==> config.mk <==
export PLATFORM = sky130hd
export DESIGN_NAME = tri_pair_collector
export DESIGN_NICKNAME = d
export VERILOG_FILES = /design/src/rtl/tri_pair_collector.sv
export SDC_FILE = /design/constraint.sdc
export NUM_CORES = 1
export LEC_CHECK = 0
export BUFFER_PORTS_ARGS = -buffer_cell sky130_fd_sc_hd__buf_2
export CORE_MARGIN = 8
export CORE_UTILIZATION = 45
export DETAILED_ROUTE_END_ITERATION = 10
export PLACE_DENSITY = 0.62
export SYNTH_ARGS = -nofsm -noshare
export SYNTH_HDL_FRONTEND = slang
export SYNTH_SLANG_ARGS = --single-unit
==> constraint.sdc <==
create_clock -name clk -period 6.1 [get_ports clk]
set_input_delay 0.61 -clock clk [delete_from_list [all_inputs] [get_ports clk]]
set_output_delay 0.61 -clock clk [all_outputs]
set_load 0.1 [all_outputs]
==> src/rtl/tri_pair_collector.sv <==
// tri_pair_collector
// Accepts candidate triangles over valid/ready and checks each one for a
// right angle with an iterative shift-add datapath:
// leg0^2 + leg1^2 - hyp^2 == 0, with all sides nonzero.
// Failing candidates are dropped with a reject pulse and a saturating count.
// Passing candidates are paired in arrival order and held on a..f until the
// downstream comparator consumes the pair.
module tri_pair_collector (
    input  logic       clk,
    input  logic       rst,
    input  logic       in_valid,
    output logic       in_ready,
    input  logic [8:0] in_leg0,
    input  logic [8:0] in_leg1,
    input  logic [8:0] in_hyp,
    output logic       out_valid,
    input  logic       out_ready,
    output logic [8:0] a,
    output logic [8:0] b,
    output logic [8:0] c,
    output logic [8:0] d,
    output logic [8:0] e,
    output logic [8:0] f,
    output logic       reject,
    output logic [7:0] reject_cnt
);

    typedef enum logic [1:0] {
        ST_IDLE  = 2'd0,
        ST_CALC  = 2'd1,
        ST_CHECK = 2'd2,
        ST_OUT   = 2'd3
    } state_t;

    // One partial-product row of v*v: (v[idx] ? v << idx : 0), zero-extended
    // into the signed accumulator width. Largest row is 511 << 8, which
    // stays well inside the positive range of the 21-bit accumulator.
    function automatic logic signed [20:0] bit_term(input logic [8:0] v,
                                                    input logic [3:0] idx);
        logic [20:0] ext;
        ext = {12'd0, v} << idx;
        if (v[idx]) begin
            bit_term = $signed(ext);
        end else begin
            bit_term = 21'sd0;
        end
    endfunction

    state_t              r_state;
    state_t              w_state_nxt;
    logic                r_in_ready;
    logic [8:0]          r_leg0;
    logic [8:0]          r_leg1;
    logic [8:0]          r_hyp;
    logic signed [20:0]  r_acc;
    logic [3:0]          r_i;
    logic                r_pair_half;
    logic                r_out_valid;
    logic [8:0]          r_a;
    logic [8:0]          r_b;
    logic [8:0]          r_c;
    logic [8:0]          r_d;
    logic [8:0]          r_e;
    logic [8:0]          r_f;
    logic                r_reject;
    logic [7:0]          r_reject_cnt;

    logic                w_accept;
    logic                w_pass;
    logic                w_fail;
    logic                w_consume;
    logic                w_all_nz;
    logic signed [20:0]  w_t0;
    logic signed [20:0]  w_t1;
    logic signed [20:0]  w_t2;
    logic signed [20:0]  w_acc_nxt;

    // Next-state logic, handshake decode and the accumulator update value.
    always_comb begin
        w_state_nxt = r_state;
        w_accept    = 1'b0;
        w_pass      = 1'b0;
        w_fail      = 1'b0;
        w_consume   = 1'b0;
        w_all_nz    = (r_leg0 != 9'd0) && (r_leg1 != 9'd0) && (r_hyp != 9'd0);
        w_t0        = bit_term(r_leg0, r_i);
        w_t1        = bit_term(r_leg1, r_i);
        w_t2        = bit_term(r_hyp, r_i);
        w_acc_nxt   = r_acc + w_t0 + w_t1 - w_t2;
        case (r_state)
            ST_IDLE: begin
                if (in_valid && r_in_ready) begin
                    w_accept    = 1'b1;
                    w_state_nxt = ST_CALC;
                end else begin
                    w_state_nxt = ST_IDLE;
                end
            end
            ST_CALC: begin
                if (r_i == 4'd8) begin
                    w_state_nxt = ST_CHECK;
                end else begin
                    w_state_nxt = ST_CALC;
                end
            end
            ST_CHECK: begin
                if ((r_acc == 21'sd0) && w_all_nz) begin
                    w_pass = 1'b1;
                    if (r_pair_half) begin
                        w_state_nxt = ST_OUT;
                    end else begin
                        w_state_nxt = ST_IDLE;
                    end
                end else begin
                    w_fail      = 1'b1;
                    w_state_nxt = ST_IDLE;
                end
            end
            ST_OUT: begin
                if (out_ready) begin
                    w_consume   = 1'b1;
                    w_state_nxt = ST_IDLE;
                end else begin
                    w_state_nxt = ST_OUT;
                end
            end
            default: begin
                w_state_nxt = ST_IDLE;
            end
        endcase
    end

    // State register; in_ready is registered from the next state so it is
    // high exactly while the machine sits in IDLE.
    always_ff @(posedge clk or posedge rst) begin
        if (rst) begin
            r_state    <= ST_IDLE;
            r_in_ready <= 1'b1;
        end else begin
            r_state    <= w_state_nxt;
            r_in_ready <= (w_state_nxt == ST_IDLE);
        end
    end

    // Working registers: capture the candidate on acceptance, then run the
    // nine shift-add iterations of the squared-difference accumulator.
    always_ff @(posedge clk or posedge rst) begin
        if (rst) begin
            r_leg0 <= 9'd0;
            r_leg1 <= 9'd0;
            r_hyp  <= 9'd0;
            r_acc  <= 21'sd0;
            r_i    <= 4'd0;
        end else if (w_accept) begin
            r_leg0 <= in_leg0;
            r_leg1 <= in_leg1;
            r_hyp  <= in_hyp;
            r_acc  <= 21'sd0;
            r_i    <= 4'd0;
        end else if (r_state == ST_CALC) begin
            r_acc <= w_acc_nxt;
            r_i   <= r_i + 4'd1;
        end
    end

    // Pair slot: first pass fills a,b,c; second fills d,e,f and raises
    // out_valid, which drops on the consuming handshake. a..f keep their
    // last values afterwards.
    always_ff @(posedge clk or posedge rst) begin
        if (rst) begin
            r_a         <= 9'd0;
            r_b         <= 9'd0;
            r_c         <= 9'd0;
            r_d         <= 9'd0;
            r_e         <= 9'd0;
            r_f         <= 9'd0;
            r_pair_half <= 1'b0;
            r_out_valid <= 1'b0;
        end else if (w_pass && !r_pair_half) begin
            r_a         <= r_leg0;
            r_b         <= r_leg1;
            r_c         <= r_hyp;
            r_pair_half <= 1'b1;
        end else if (w_pass && r_pair_half) begin
            r_d         <= r_leg0;
            r_e         <= r_leg1;
            r_f         <= r_hyp;
            r_pair_half <= 1'b0;
            r_out_valid <= 1'b1;
        end else if (w_consume) begin
            r_out_valid <= 1'b0;
        end
    end

    // Rejection pulse and saturating rejection counter.
    always_ff @(posedge clk or posedge rst) begin
        if (rst) begin
            r_reject     <= 1'b0;
            r_reject_cnt <= 8'd0;
        end else begin
            r_reject <= w_fail;
            if (w_fail && (r_reject_cnt != 8'd255)) begin
                r_reject_cnt <= r_reject_cnt + 8'd1;
            end
        end
    end

    assign in_ready   = r_in_ready;
    assign out_valid  = r_out_valid;
    assign a          = r_a;
    assign b          = r_b;
    assign c          = r_c;
    assign d          = r_d;
    assign e          = r_e;
    assign f          = r_f;
    assign reject     = r_reject;
    assign reject_cnt = r_reject_cnt;

endmodule

==> run metrics <==
Die ar.=22,900 um^2; DR DRC count=0; gr ovfl total=0; routed via count=approximately 6,400; Clock Latency Late Sink=420 ps; max-slew violations=0; Filler Cell Count=roughly 1,600; DR vias/cell=5.45; Routed WL=approximately 21,000 um; Rel. slew slack=a little under a quarter; fmax=186 MHz; postcts setup bufs=0; Die Span Y=151 um; Critical Path End Type=flop; initial DRC count=451; Starting Density=45.9%; final worst-path cycle share=88.3%; final hold vios=0; RSZ-0062 raised after global routing=no; I/O Pins=96; fin nets=1,025; setup TNS=0 ps; dominant cells by area after synthesis=dfrtp_1, mux2_2, fa_1; syn avg cell area=~9.8 um^2; worst min path class=primary input to async pin; Worst Setup Start Kind=flop; Post-Syn Instances=842; Antenna Violating Nets Remaining=0; initial antenna violation count=1; Synth async-reset ratio=100%; port bufs=between 90 and 100; vias in the first global route=6,381; hpwl dp=around 16,000 um; min cycle time layout=5390 ps; Multi-input gate area=4770 um^2; Fin Hold WS=249 ps; die width=151 um; Synth top cells by count=dfrtp_1, mux2_2, nand2_1; CTS max path bufs=2; H-tree depth=4; row cnt=49; WP data arrival=~5700 ps; Yosys warnings=0; layout cells sized above 1=about a quarter; kind of critical path=flop to flop; clock tree from TritonCTS=done; n_diodes=0; RePlAce Congestion=~0.95; router iterations before antenna repair=5; clock skew=11.8 ps; clk root buf=clkbuf_16; FF-to-FF setup slack=710 ps; sequential share of the synthesized area=a little over a third; CP required=6390 ps; Syn Std Cell Area=8240 um^2; core box area=about 18,000 um^2; top cell type's share of synthesized area=a little over a third; Synth cell types=56; Post-synth EDFFs=0; clock sink total=120; gr usage total=19.6%; # setup viols final=0; first-pass GRT wire length=34,900 um; Avg WL per Cell=approximately 18 um; Synth Flop Type=dfrtp_1; area leader, netlist=dfrtp_1; max-capacitance violation count=0; FF+latch count, synth=120; CTS Hold Buffers Added=0; worst-margin pin slew=1160 ps; Area Growth Syn to Fin=15.7%; largest net degree at the start of global routing=75; status=completed; clock-pin slew on the worst setup and hold paths=roughly 60 ps; CP max FO=27; Sequential cell area=3010 um^2; cts repair resizes=0; cell with the most instances after synthesis=dfrtp_1; TritonCTS Buffers=17
## final timing paths
check / start / cells after the start / to
worst max-delay path: r_i[0] / 18 / r_acc[13]
worst min-delay path: rst / 2 / d[6]
worst max register to register: r_i[0] / 18 / r_acc[13]
worst min register to register: out_valid / 1 / out_valid
max in group asynchronous: rst / 3 / r_i[1]
min in group clk: in_hyp[5] / 2 / r_hyp[5]
## kinds of logic (layout without fill, tap and decap cells)
group                    count (synthesis)  count (layout)  share of synthesized area, %
adder cells (fa/ha/maj)                 63              63                          13.2
flip-flops                             120             120                          36.5
XOR/XNOR                                23              23                          2.44
AO/OA/AOI/OAI                          150             150                          11.3
buffers and inverters                  129             224                          6.00
AND/OR/NAND/NOR                        230             230                          13.0
multiplexers                           125             125                          17.6
other                                    2               9                        0.0912
## flip-flops by register name, summed over array words and instances (netlist names)
| name | flops |
|---|---|
| a | 9 |
| in_ready | 1 |
| r_hyp | 9 |
| d | 9 |
| c | 9 |
| out_valid | 1 |
| r_i | 4 |
| reject_cnt | 8 |
| r_leg1 | 9 |
| f | 9 |
| r_state | 2 |
| r_pair_half | 1 |
| reject | 1 |
| e | 9 |
| b | 9 |
| r_leg0 | 9 |
| r_acc | 21 |
## critical path, cell delays in order (launching register included)
cell and delay [ps]:
dfrtp_2 690, mux4_2 560, nor2_1 80, or3_1 350
nand2b_1 100, nand3_1 80, o21ai_0 110, fa_1 500
inv_1 50, fa_1 540, inv_1 50, ha_1 340
nand2_1 100, or4b_2 610, o21ai_0 380, a21boi_0 260
o22ai_1 220, xor2_1 160, o21ai_0 80
## cell usage in the layout (no fill, tap or decap), types with 23 or more instances in the layout
master	instances
a21oi_1	40
buf_2	95
dfrtp_1	117
fa_1	40
ha_1	23
inv_1	82
mux2_2	95
mux2i_1	24
nand2_1	92
nor2_1	55
o21ai_0	44
## routing by layer
layer / GRT usage, % / wire [um] / vias to the layer above
met5: 0 / 13 / -
met4: 6.33 / 420 / 2
met3: 5.38 / 1230 / 29
met2: 29.8 / 9920 / 171
met1: 26.5 / 9800 / 3117
li1: - / - / 3069
## final cells by class
type / instances / share of cell area [%]
Timing Repair Buffer: 107 / 5.93
Multi-Input combinational cell: 600 / 50.0
Clock inverter: 15 / 1.67
Sequential cell: 120 / 31.5
Inverter: 85 / 3.37
Tap cell: 229 / 3.00
Clock buffer: 17 / 4.46
## stage by stage
step	utilization, %	cell area [um^2]	instances	setup slack, ps
after global routing	53.1	9540	1173	256
after global placement	49.8	8950	1141	849
after CTS	53.1	9540	1173	698
final	53.1	9540	1173	713
after floorplan	-	8270	849	1160
after detailed placement	49.8	8950	1141	718
Power is left out: the tool's default activity adds up to more than one toggle a clock period on the data nets, which glitch-free logic cannot reach.
